`src/rtl/pipelined_alu.sv`:
```
// ---------------------------------------------------------------------------
// pipelined_alu
//
// Registered ALU with a valid/ready handshake on both sides. Single-cycle
// operations (ADD, SUB, AND, OR, XOR, NOT, reserved) are computed and
// registered on the acceptance edge. MUL runs as a WIDTH-step LSB-first
// shift-add, followed by one edge that registers the product and its flags.
// Only one operation is ever in flight; there is no internal queue.
//
// Ports:
//   clk        in   rising-edge clock
//   rst_n      in   asynchronous active-low reset
//   in_valid   in   operand bundle valid
//   in_ready   out  block can accept a bundle (combinational from out_ready)
//   op         in   3-bit operation code
//   a, b       in   WIDTH-bit operands
//   cin        in   carry-in, used by ADD only
//   out_valid  out  result bundle valid
//   out_ready  in   downstream accepts the result
//   result     out  low result word
//   result_hi  out  high product word for MUL, 0 otherwise
//   flag_c     out  carry / no-borrow / MUL high word nonzero
//   flag_z     out  zero
//   flag_n     out  result[WIDTH-1]
//   flag_v     out  signed overflow (ADD/SUB only)
//   flag_err   out  reserved opcode
// ---------------------------------------------------------------------------
module pipelined_alu #(
   parameter int WIDTH = 8
) (
   input  logic             clk,
   input  logic             rst_n,
   input  logic             in_valid,
   output logic             in_ready,
   input  logic [2:0]       op,
   input  logic [WIDTH-1:0] a,
   input  logic [WIDTH-1:0] b,
   input  logic             cin,
   output logic             out_valid,
   input  logic             out_ready,
   output logic [WIDTH-1:0] result,
   output logic [WIDTH-1:0] result_hi,
   output logic             flag_c,
   output logic             flag_z,
   output logic             flag_n,
   output logic             flag_v,
   output logic             flag_err
);

   localparam int CNT_W = $clog2(WIDTH + 1);

   localparam logic [2:0] OP_ADD = 3'b000;
   localparam logic [2:0] OP_SUB = 3'b001;
   localparam logic [2:0] OP_AND = 3'b010;
   localparam logic [2:0] OP_OR  = 3'b011;
   localparam logic [2:0] OP_XOR = 3'b100;
   localparam logic [2:0] OP_NOT = 3'b101;
   localparam logic [2:0] OP_MUL = 3'b110;
   localparam logic [2:0] OP_RSV = 3'b111;

   typedef enum logic [1:0] {
      IDLE = 2'd0,
      BUSY = 2'd1,
      DONE = 2'd2
   } state_t;

   // Complete registered output bundle.
   typedef struct packed {
      logic [WIDTH-1:0] lo;
      logic [WIDTH-1:0] hi;
      logic             c;
      logic             z;
      logic             n;
      logic             v;
      logic             err;
   } res_t;

   state_t               state;
   state_t               state_next;
   logic [CNT_W-1:0]     count;
   logic                 accept;
   logic                 mul_last;
   res_t                 res_p1;

   logic [2*WIDTH-1:0]   prod_p;
   logic [2*WIDTH-1:0]   mcand_p;
   logic [WIDTH-1:0]     mplier_p;

   // Result and flags of every operation except MUL.
   function automatic res_t alu_single(
      input logic [2:0]       f_op,
      input logic [WIDTH-1:0] f_a,
      input logic [WIDTH-1:0] f_b,
      input logic             f_cin
   );
      res_t             r;
      logic [WIDTH:0]   sum;
      r   = '0;
      sum = '0;
      case (f_op)
         OP_ADD: begin
            sum  = {1'b0, f_a} + {1'b0, f_b} + {{WIDTH{1'b0}}, f_cin};
            r.lo = sum[WIDTH-1:0];
            r.c  = sum[WIDTH];
            // Same-sign operands producing an opposite-sign result.
            r.v  = (f_a[WIDTH-1] == f_b[WIDTH-1]) && (r.lo[WIDTH-1] != f_a[WIDTH-1]);
         end
         OP_SUB: begin
            sum  = {1'b0, f_a} + {1'b0, ~f_b} + {{WIDTH{1'b0}}, 1'b1};
            r.lo = sum[WIDTH-1:0];
            // Carry out of a + ~b + 1 is the no-borrow indication (a >= b).
            r.c  = sum[WIDTH];
            r.v  = (f_a[WIDTH-1] != f_b[WIDTH-1]) && (r.lo[WIDTH-1] != f_a[WIDTH-1]);
         end
         OP_AND: r.lo = f_a & f_b;
         OP_OR:  r.lo = f_a | f_b;
         OP_XOR: r.lo = f_a ^ f_b;
         OP_NOT: r.lo = ~f_a;
         default: r.lo = '0;
      endcase
      if (f_op == OP_RSV) begin
         // Reserved code reports only the error flag; zero is not flagged.
         r.err = 1'b1;
      end else begin
         r.z = (r.lo == '0);
         r.n = r.lo[WIDTH-1];
      end
      return r;
   endfunction

   // Result and flags for a finished MUL.
   function automatic res_t mul_final(input logic [2*WIDTH-1:0] f_prod);
      res_t r;
      r    = '0;
      r.lo = f_prod[WIDTH-1:0];
      r.hi = f_prod[2*WIDTH-1:WIDTH];
      r.c  = (r.hi != '0);
      r.z  = (f_prod == '0);
      r.n  = r.lo[WIDTH-1];
      return r;
   endfunction

   assign in_ready = (state == IDLE) || ((state == DONE) && out_ready);
   assign accept   = in_valid && in_ready;
   assign mul_last = (count == CNT_W'(WIDTH));

   assign out_valid = (state == DONE);
   assign result    = res_p1.lo;
   assign result_hi = res_p1.hi;
   assign flag_c    = res_p1.c;
   assign flag_z    = res_p1.z;
   assign flag_n    = res_p1.n;
   assign flag_v    = res_p1.v;
   assign flag_err  = res_p1.err;

   always_comb begin
      state_next = state;
      case (state)
         IDLE: begin
            if (accept) state_next = (op == OP_MUL) ? BUSY : DONE;
         end
         BUSY: begin
            if (mul_last) state_next = DONE;
         end
         DONE: begin
            if (out_ready) begin
               if (in_valid) state_next = (op == OP_MUL) ? BUSY : DONE;
               else          state_next = IDLE;
            end
         end
         default: state_next = IDLE;
      endcase
   end

   // Stage p1: control state and registered output bundle.
   always_ff @(posedge clk or negedge rst_n) begin
      if (!rst_n) begin
         state  <= IDLE;
         count  <= '0;
         res_p1 <= '0;
      end else begin
         state <= state_next;
         if (accept) begin
            count <= '0;
            if (op != OP_MUL) res_p1 <= alu_single(op, a, b, cin);
         end else if (state == BUSY) begin
            // WIDTH shift-add steps, then one edge to publish the product.
            if (mul_last) res_p1 <= mul_final(prod_p);
            else          count  <= count + 1'b1;
         end
      end
   end

   // Stage p0: multiplier datapath; only meaningful while BUSY, so no reset.
   always_ff @(posedge clk) begin
      if (accept && (op == OP_MUL)) begin
         mcand_p  <= {{WIDTH{1'b0}}, a};
         mplier_p <= b;
         prod_p   <= '0;
      end else if ((state == BUSY) && !mul_last) begin
         if (mplier_p[0]) prod_p <= prod_p + mcand_p;
         mcand_p  <= mcand_p << 1;
         mplier_p <= mplier_p >> 1;
      end
   end

endmodule

```
`config.mk`:
```
export PLATFORM = sky130hd
export DESIGN_NAME = pipelined_alu
export DESIGN_NICKNAME = d
export VERILOG_FILES = /design/src/rtl/pipelined_alu.sv
export SDC_FILE = /design/constraint.sdc
export NUM_CORES = 1
export LEC_CHECK = 0
export CAP_MARGIN = 10
export CORE_MARGIN = 2
export CORE_UTILIZATION = 50
export DETAILED_ROUTE_END_ITERATION = 16
export PLACE_DENSITY = 0.74
export SYNTH_ARGS = -nofsm -noshare
export SYNTH_HDL_FRONTEND = slang
export SYNTH_SLANG_ARGS = --single-unit
```
`constraint.sdc`:
```
create_clock -name clk -period 4.42 [get_ports clk]
set_input_delay 0.442 -clock clk [delete_from_list [all_inputs] [get_ports clk]]
set_output_delay 0.442 -clock clk [all_outputs]
set_load 0.05 [all_outputs]
```
; Yosys cells after proc, flatten, opt, wreduce, memory -nomap -nowiden
; Cells that the tools add are included.
[op_classes]
addsub = 6
n_eq_ne = 20
mux = 24
n_bitwise = 5
reduce_logical = 20
[ops]
columns = cell, n
row1 = 21-bit 2-to-1 mux, 4
row2 = 8-bit 2-to-1 mux, 6
row3 = 8-bit one-hot mux with 6 select lines, 1
row4 = 8-bit by 8-bit adder with 9-bit output, 2
row5 = 16-bit adder, 1
row6 = 16-bit zero test, 1
row7 = 8-bit NOT, 2
row8 = "3-bit equality test, second input constant", 4
row9 = 2-bit 2-to-1 mux, 6
row10 = 4-bit 2-to-1 mux, 3
row11 = 9-bit by 1-bit adder with 9-bit output, 1
row12 = "9-bit by 1-bit adder with 9-bit output, second input constant", 1
row13 = 8-bit AND, 1
row14 = 8-bit zero test, 1
row15 = 8-bit OR, 1
row16 = 8-bit nonzero test, 1
row17 = 8-bit XOR, 1
row18 = "3-bit by 2-bit equality test with 1-bit output, second input constant", 2
row19 = 1-bit logical AND, 6
row20 = "2-bit != test, second input constant", 3
row21 = 2-bit one-hot mux with 3 select lines, 1
row22 = 3-bit AND reduction, 2
row23 = 2-bit nonzero test, 3
row24 = "4-bit by 1-bit adder with 4-bit output, second input constant", 1
row25 = 15 further kinds, 20
[totals]
reg_bits = 67
in_bits = 24
output_inout_bits = 23

; Logic depth before layout (Yosys ltp)
; Gate-level depths: netlist (run 1).
[logic_depth]
word_depth = 10
mapped_depth = 11
depth_no_buf = 11

; Worst setup path after synthesis (run 1)
; OpenSTA, ideal clock, no wires.
[synth_path]
path_kind = input-to-reg
from = input port out_ready
to = register prod_p[2]
arrival_time_ns = 2.560
slack_ns = 1.732
cell_stages = 6
path_buffers = 1
path_cell_list = inv_1 a21oi_1 nand2_1 nor3_1 clkbuf_1 nor2_1
[synth_via]
elab_chain_len = 4
[synth_lines]
columns = item, line
row1 = "start, declared", 40  ; input logic out_ready,
row2 = 1-bit logical AND, 143  ; assign in_ready = (state == IDLE) || ((state == DONE) && out_ready);
row3 = 1-bit logical OR, 143
row4 = named net in_ready, 34  ; output logic in_ready,
row5 = 1-bit logical AND, 144  ; assign accept = in_valid && in_ready;
row6 = 1-bit logical AND, 196  ; if (accept && (op == OP_MUL)) begin
row7 = "end signal, assigned", 201  ; if (mplier_p[0]) prod_p <= prod_p + mcand_p;
row8 = "end, declared", 85  ; logic [2*WIDTH-1:0] prod_p;
; The timed path passes the listed nets, and every way through them passes these cells.
; A chain may end at the register's enable or synchronous reset.

; Final worst setup path (run 1)
[layout_path]
from = input port a[0]
to = register res_p1, in the netlist flag_z
[layout_via]
elab_chain_len = 9
[layout_lines]
columns = item, line
row1 = "start, declared", 36  ; input logic [WIDTH-1:0] a,
row2 = 8-bit by 8-bit adder with 9-bit output (on tied branches), "109, 102"
row3 = 9-bit by 1-bit adder with 9-bit output (on tied branches), "109, 102"
row4 = 8-bit one-hot mux with 6 select lines (*), 100  ; case (f_op)
row5 = 8-bit 2-to-1 mux (*), 185  ; if (op != OP_MUL) res_p1 <= alu_single(op, a, b, cin);
row6 = 8-bit 2-to-1 mux (*), 183  ; if (accept) begin
row7 = 8-bit zero test (*), 125  ; r.z = (r.lo == '0);
row8 = 2-bit 2-to-1 mux (*), 121  ; if (f_op == OP_RSV) begin
row9 = 21-bit 2-to-1 mux (*), 185
row10 = 21-bit 2-to-1 mux (*), 183
row11 = "end signal, assigned", 185
row12 = "end signal, assigned", 188  ; if (mul_last) res_p1 <= mul_final(prod_p);
row13 = "end, declared", 83  ; res_t res_p1;
; Every way passes the cells marked *; elsewhere a longest branch is shown, timed or not. The select of a mux whose other input is x is not followed.

==> metrics.cfg, run 1 <==
[run_status]
status=finished clean

[place]
dp_cells=720
dp_hpwl_um=9673
gp_congestion=0.9707
port_buffers=46

[timing]
fin_worst_skew_ns=0.009198
drv_slew=0
period_share_pct=65.60
tightest_slew_ns=1.082
setup_viol=0
rsz0062_at_grt=false
relSlewSlack_pct=27.29
hold_violations=0
max_freq_ghz=0.3449
tns_ns=0
layout_min_cycle_time_ns=2.900

[power]
total_power_uw=2567
power.density_nw_per_um2=464.7
leakagePower_uw=0.002332
irDropWorstVdd_uv=182.1

[min_path]
hold_class=input port to asynchronous set/reset pin

[worst_setup_path]
critical_path.startpoint=a[0]
critPathLaunchType=input port
cp.required_ns=4.70
r2r_end=prod_p[4]
cp-endpoint=flag_z
rrSetupSlack_ns=1.95
rr_worst_depth=7
cp_max_fo=4
cp.arrival_ns=3.18
worstSetupEndpointType=register
crit_type=input port to register
timing.rr.start=count[0]

[clock_tree]
h-tree-depth=3
post-cts-setup-buffers=0
hold_buffers=0
cts_made_buffers=9
insertion_delay_ns=0.36
cts-root-buf=clkbuf_8
cts_buffer_depth=2
path_clk_slew_ns=0.08
cts_resized=0
cts_tree=yes
clkSinkCount=67

[synthesis]
postSynthAreaPerCell_um2=8.456
syn_nets=632
synth_seq_cells=67
synth_cell_types=59
synthArstFlopShare_pct=40.30
synth.yosys.seq_area_share_pct=34.44
syn_area_um2=4752
yosys_warnings=0
ys.flop_type=dfrtp_1
syn_inst=562
synth_edf_count=16

[layout]
fin_nets=672
n_fill_cell=850
syn2layout_area_growth_pct=16.25
drive_gt1_share_pct=6.919
diodes=0
final_util_pct=59.78
fin_cells=736

[drt]
drt_wl_total_um=12720
ant_nets=0
dr.pass1.iters=5
drtIter0Drc=180
drcViolationCount=0
via_count=4236
wl_per_cell_um=17.29
via_per_inst=5.755

[job]
cap_viol_max_count=0

[global_route]
grt_antenna_before_repair=0
grt_pass1_vias=4115
grt_max_degree=28
grt-ovfl-total=0
grt_use_total_pct=25.57
grt_pass1_wl_um=20380

[die]
rows=35
core_um2=9240
fp.dieW_um=101.5
start_util_pct=51.43
die_height_um=101.5
ios=47
die_area_um2=10300

==> worst min path at each step <==
stage / from / slack (ns) / endpoint / cells after the start
after floorplan: rst_n / 0.15 / count[0] / 0
after global placement: mcand_p[15] / 0.47 / mcand_p[15] / 2
after detailed placement: result[3] / 0.47 / result[3] / 1
after CTS: rst_n / 0.48 / flag_v / 2
after global routing: rst_n / 0.50 / result_hi[6] / 2
final: rst_n / 0.47 / result_hi[4] / 2
==> registers in the layout (all words and copies together) (netlist names) <==
| register | flops |
|---|---|
| mcand_p | 16 |
| prod_p | 16 |
| mplier_p | 8 |
| result | 8 |
| result_hi | 8 |
| count | 4 |
| state | 2 |
| flag_c | 1 |
| flag_err | 1 |
| flag_n | 1 |
| flag_v | 1 |
| flag_z | 1 |
==> per-stage QoR <==
step	worst slack (ns)	instance area [µm²]	hold WS (ns)
after floorplan	1.732	4752	0.1464
after global placement	1.222	5324	0.4678
after detailed placement	1.156	5324	0.4713
after CTS	1.526	5524	0.4763
after global routing	1.351	5524	0.4966
final	1.520	5524	0.4682
==> placed cells by master (no fill, tap or decap), types with 16 or more instances in the layout <==
master           Yosys  final
dfrtp_1             27     27
dfxtp_1             24     24
nor2_1              45     45
a21oi_1             53     53
o21ai_0             36     36
inv_1               32     32
clkdlybuf4s50_1      0     46
nand2_1             77     77
ha_1                42     42
edfxtp_1            16     16
==> cell families after synthesis <==
family	synth area share, %
XOR/XNOR	2.765
AO/OA/AOI/OAI	21.83
multiplexers	3.923
adder cells (fa/ha/maj)	12.74
buffers and inverters	5.003
AND/OR/NAND/NOR	19.30
flip-flops	34.44
==> synth_stat cells, types with 3 or more instances <==
| cell type | n | area, µm² |
|---|---|---|
| o21bai_1 | 4 | 30.03 |
| a211oi_1 | 6 | 45.04 |
| inv_1 | 32 | 120.1 |
| clkbuf_1 | 14 | 52.55 |
| o31ai_1 | 3 | 22.52 |
| nand2_1 | 77 | 289.0 |
| fa_1 | 4 | 80.08 |
| o21a_1 | 4 | 30.03 |
| a22oi_1 | 5 | 37.54 |
| nand3_1 | 5 | 25.02 |
| and3_1 | 5 | 31.28 |
| nand2b_1 | 8 | 50.05 |
| or3_1 | 3 | 18.77 |
| nor4_1 | 7 | 43.79 |
| nor2b_1 | 13 | 81.33 |
| xnor2_1 | 9 | 78.83 |
| dfrtp_1 | 27 | 675.7 |
| nor3_1 | 13 | 65.06 |
| nor2_1 | 45 | 168.9 |
| a31oi_1 | 3 | 18.77 |
| edfxtp_1 | 16 | 480.5 |
| xor2_1 | 6 | 52.55 |
| o21ai_1 | 4 | 20.02 |
| a211o_1 | 3 | 26.28 |
| a21o_1 | 10 | 75.07 |
| o21ai_0 | 36 | 180.2 |
| buf_2 | 10 | 50.05 |
| ha_1 | 42 | 525.5 |
| a221o_1 | 4 | 40.04 |
| nand3b_1 | 3 | 22.52 |
| o211ai_1 | 7 | 52.55 |
| nand4_1 | 6 | 37.54 |
| mux2i_1 | 4 | 40.04 |
| mux2_2 | 13 | 146.4 |
| a21oi_1 | 53 | 265.3 |
| dfxtp_1 | 24 | 480.5 |
| o22ai_1 | 5 | 31.28 |
==> final cells by class <==
| class | instances | area [µm²] | share of cell area, % |
|---|---|---|---|
| inverter | 32 | 120.1 | 2.174 |
| clock inverter | 7 | 76.32 | 1.382 |
| multi-input combinational | 437 | 2878 | 52.10 |
| tap | 129 | 161.4 | 2.922 |
| sequential | 67 | 1637 | 29.63 |
| clock buffer | 9 | 123.9 | 2.242 |
| timing repair buffer | 55 | 528.0 | 9.558 |
==> critical path, stage by stage <==
cell and delay (ns):
clkdlybuf4s50_1 0.51, inv_1 0.17, ha_1 0.18, inv_1 0.05, fa_1 0.41, nand2b_1 0.10, a21oi_1 0.15, and4_1 0.24
o31a_1 0.33, or4_1 0.47, o21ai_1 0.12
==> power breakdown <==
| group | leakage (µW) | switching (µW) | internal (µW) | total, µW |
|---|---|---|---|---|
| sequential | 0.000698 | 168 | 787 | 956 |
| clock | 0.000103 | 273 | 266 | 539 |
| combinational | 0.00153 | 630 | 442 | 1070 |
==> per-layer routing <==
layer	wire length [µm]	global-route usage, %	share of wire (%)
met2	6169	44.22	48
met4	346	9.252	2.7
met3	598	4.969	4.7
met5	0	0	0
met1	5609	31.75	44
Note: power is estimated with default switching activity, not from simulation.
==> run 2, diff against run 1 <==
- PLACE_DENSITY: 0.74 -> 0.77
- clock period: 4.42 -> 2.5 ns (I/O delays scaled with it)
==> metrics.cfg, run 2 (synthesis gave the netlist of run 1 again) <==
[power]
irDropWorstVdd_uv=361.9
power.density_nw_per_um2=766.1
leakagePower_uw=0.002730
total_power_uw=4721

[run_status]
status=finished clean

[die]
die_area_um2=10300
fp.dieW_um=101.5
core_um2=9240
rows=35
start_util_pct=51.43
die_height_um=101.5
ios=47

[timing]
rsz0062_at_grt=true
setup_viol=0
tightest_slew_ns=0.6034
layout_min_cycle_time_ns=2.379
max_freq_ghz=0.4204
relSlewSlack_pct=59.47
fin_worst_skew_ns=0.01170
layout_setup_ws_ns=0.1213
period_share_pct=95.15
hold_violations=0
drv_slew=0

[drt]
wl_per_cell_um=16.23
ant_nets=0
via_count=4574
routed.top_layer=met4
dr_wl_met2_um=6706
drt_wl_total_um=13210
dr.pass1.iters=4
drt-met1-wl_um=5637
drtIter0Drc=218
via_per_inst=5.619
drcViolationCount=0
wl_met3_um=511

[global_route]
grt_use_total_pct=26.74
grt_pass1_wl_um=21490
grt_pass1_vias=4501
grt_max_degree=28
grt-ovfl-total=0
grt_antenna_before_repair=0

[clock_tree]
path_clk_slew_ns=0.08
cts_made_buffers=9
cts_tree=yes
clkSinkCount=67
hold_buffers=0
insertion_delay_ns=0.35
cts_buffer_depth=2
cts-root-buf=clkbuf_8
h-tree-depth=3

[worst_setup_path]
crit_chain=clkdlybuf4s50_1, buf_4, fa_1, nand2b_1, a21oi_1, and4_1, o31a_1, or4_1, o21ai_1
crit_type=input port to register
cp.depth=9
cpLargestDelayFamily=simple AND/OR/NAND/NOR gates
rr_worst_depth=10
cp_max_fo=5
critPathLaunchType=input port
slowest_delay_ns=0.47
cp.arrival_ns=2.65
path_buf_inv=2
worstSetupEndpointType=register
worst_path_max_delay_cell=or4_1
cp.required_ns=2.77

[place]
port_buffers=46
dp_hpwl_um=10500
dpl_worst_slack_ns=-0.4583
gp_congestion=0.9452

[min_path]
hold_class=input port to asynchronous set/reset pin

[layout]
drive_gt1_share_pct=19.42
n_fill_cell=785
diodes=0
reg_top3=mcand_p (16), prod_p (16)
final_common_cell=buf_4
layout_common_cells=buf_4 (86), nand2_1 (77), a21oi_1 (50)
fin_nets=750
syn2layout_area_growth_pct=29.67

[job]
cap_viol_max_count=0

==> run 2: changes by cell type in the layout (fill, tap and decap cells not counted), sizes merged <==
cell           previous run  this run
buf                       9        87
clkdlybuf4s50            46        43
dlygate4sd2               0         3
==> run 2: worst paths after layout <==
check,start,endpoint,slack [ns]
setup / recovery,a[1],flag_z,0.12
hold / removal,rst_n,count[0],0.27
setup reg to reg,mcand_p[0],prod_p[8],0.18
hold reg to reg,mcand_p[15],mcand_p[15],0.47
max in group asynchronous,rst_n,result[5],1.96
min in group clk,mcand_p[15],mcand_p[15],0.47
==> run 2: cell type report <==
class                   count  area [µm²]  share of cell area [%]
clock buffers               9       123.9                   2.010
flip-flops and latches     67        1637                   26.56
clock inverters             7       66.31                   1.076
inverters                  32       120.1                   1.949
well taps                 129       161.4                   2.619
repair buffers            133        1122                   18.21
multi-input cells         437        2932                   47.57
==> run 2: layer usage <==
layer	vias up	global-route usage [%]
met2	140	47.48
li1	2245	-
met5	-	0
met4	0	10.60
met1	2157	32.90
met3	32	3.382
==> run 2: what timing repair did <==
action,4_1_cts,5_1_grt
hold endpoints to repair,0,0
setup buffers,2,1
resized for setup,4,10
setup endpoints to repair,1,5
pin swaps,3,3
==> run 2: power breakdown <==
group | switching [µW] | internal [µW]
logic | 1220 | 938
clock network | 453 | 458
registers | 262 | 1390
==> run 2: per-stage QoR <==
step	hold WS (ns)	instance area, µm²	util, %	instances	TNS (ns)
4_1_cts	0.2801	6107	66.09	813	0
6_report	0.2735	6162	66.69	814	0
2_1_floorplan	-0.04559	4756	-	562	0
3_3_place_gp	0.4613	5903	63.89	795	-1.473
3_5_place_dp	0.4658	5903	63.89	795	-1.840
5_1_grt	0.3166	6162	66.69	814	-0.04439
==> run 2: worst reg2reg max path, cell delays in order, from the launching register on <==
cell      delay [ns]
edfxtp_1        0.37
ha_1            0.20
inv_1           0.06
fa_1            0.38
nor2b_1         0.18
o21a_1          0.16
o21a_1          0.15
o21ai_0         0.16
a211oi_2        0.29
nand3_1         0.10
nor3b_1         0.15
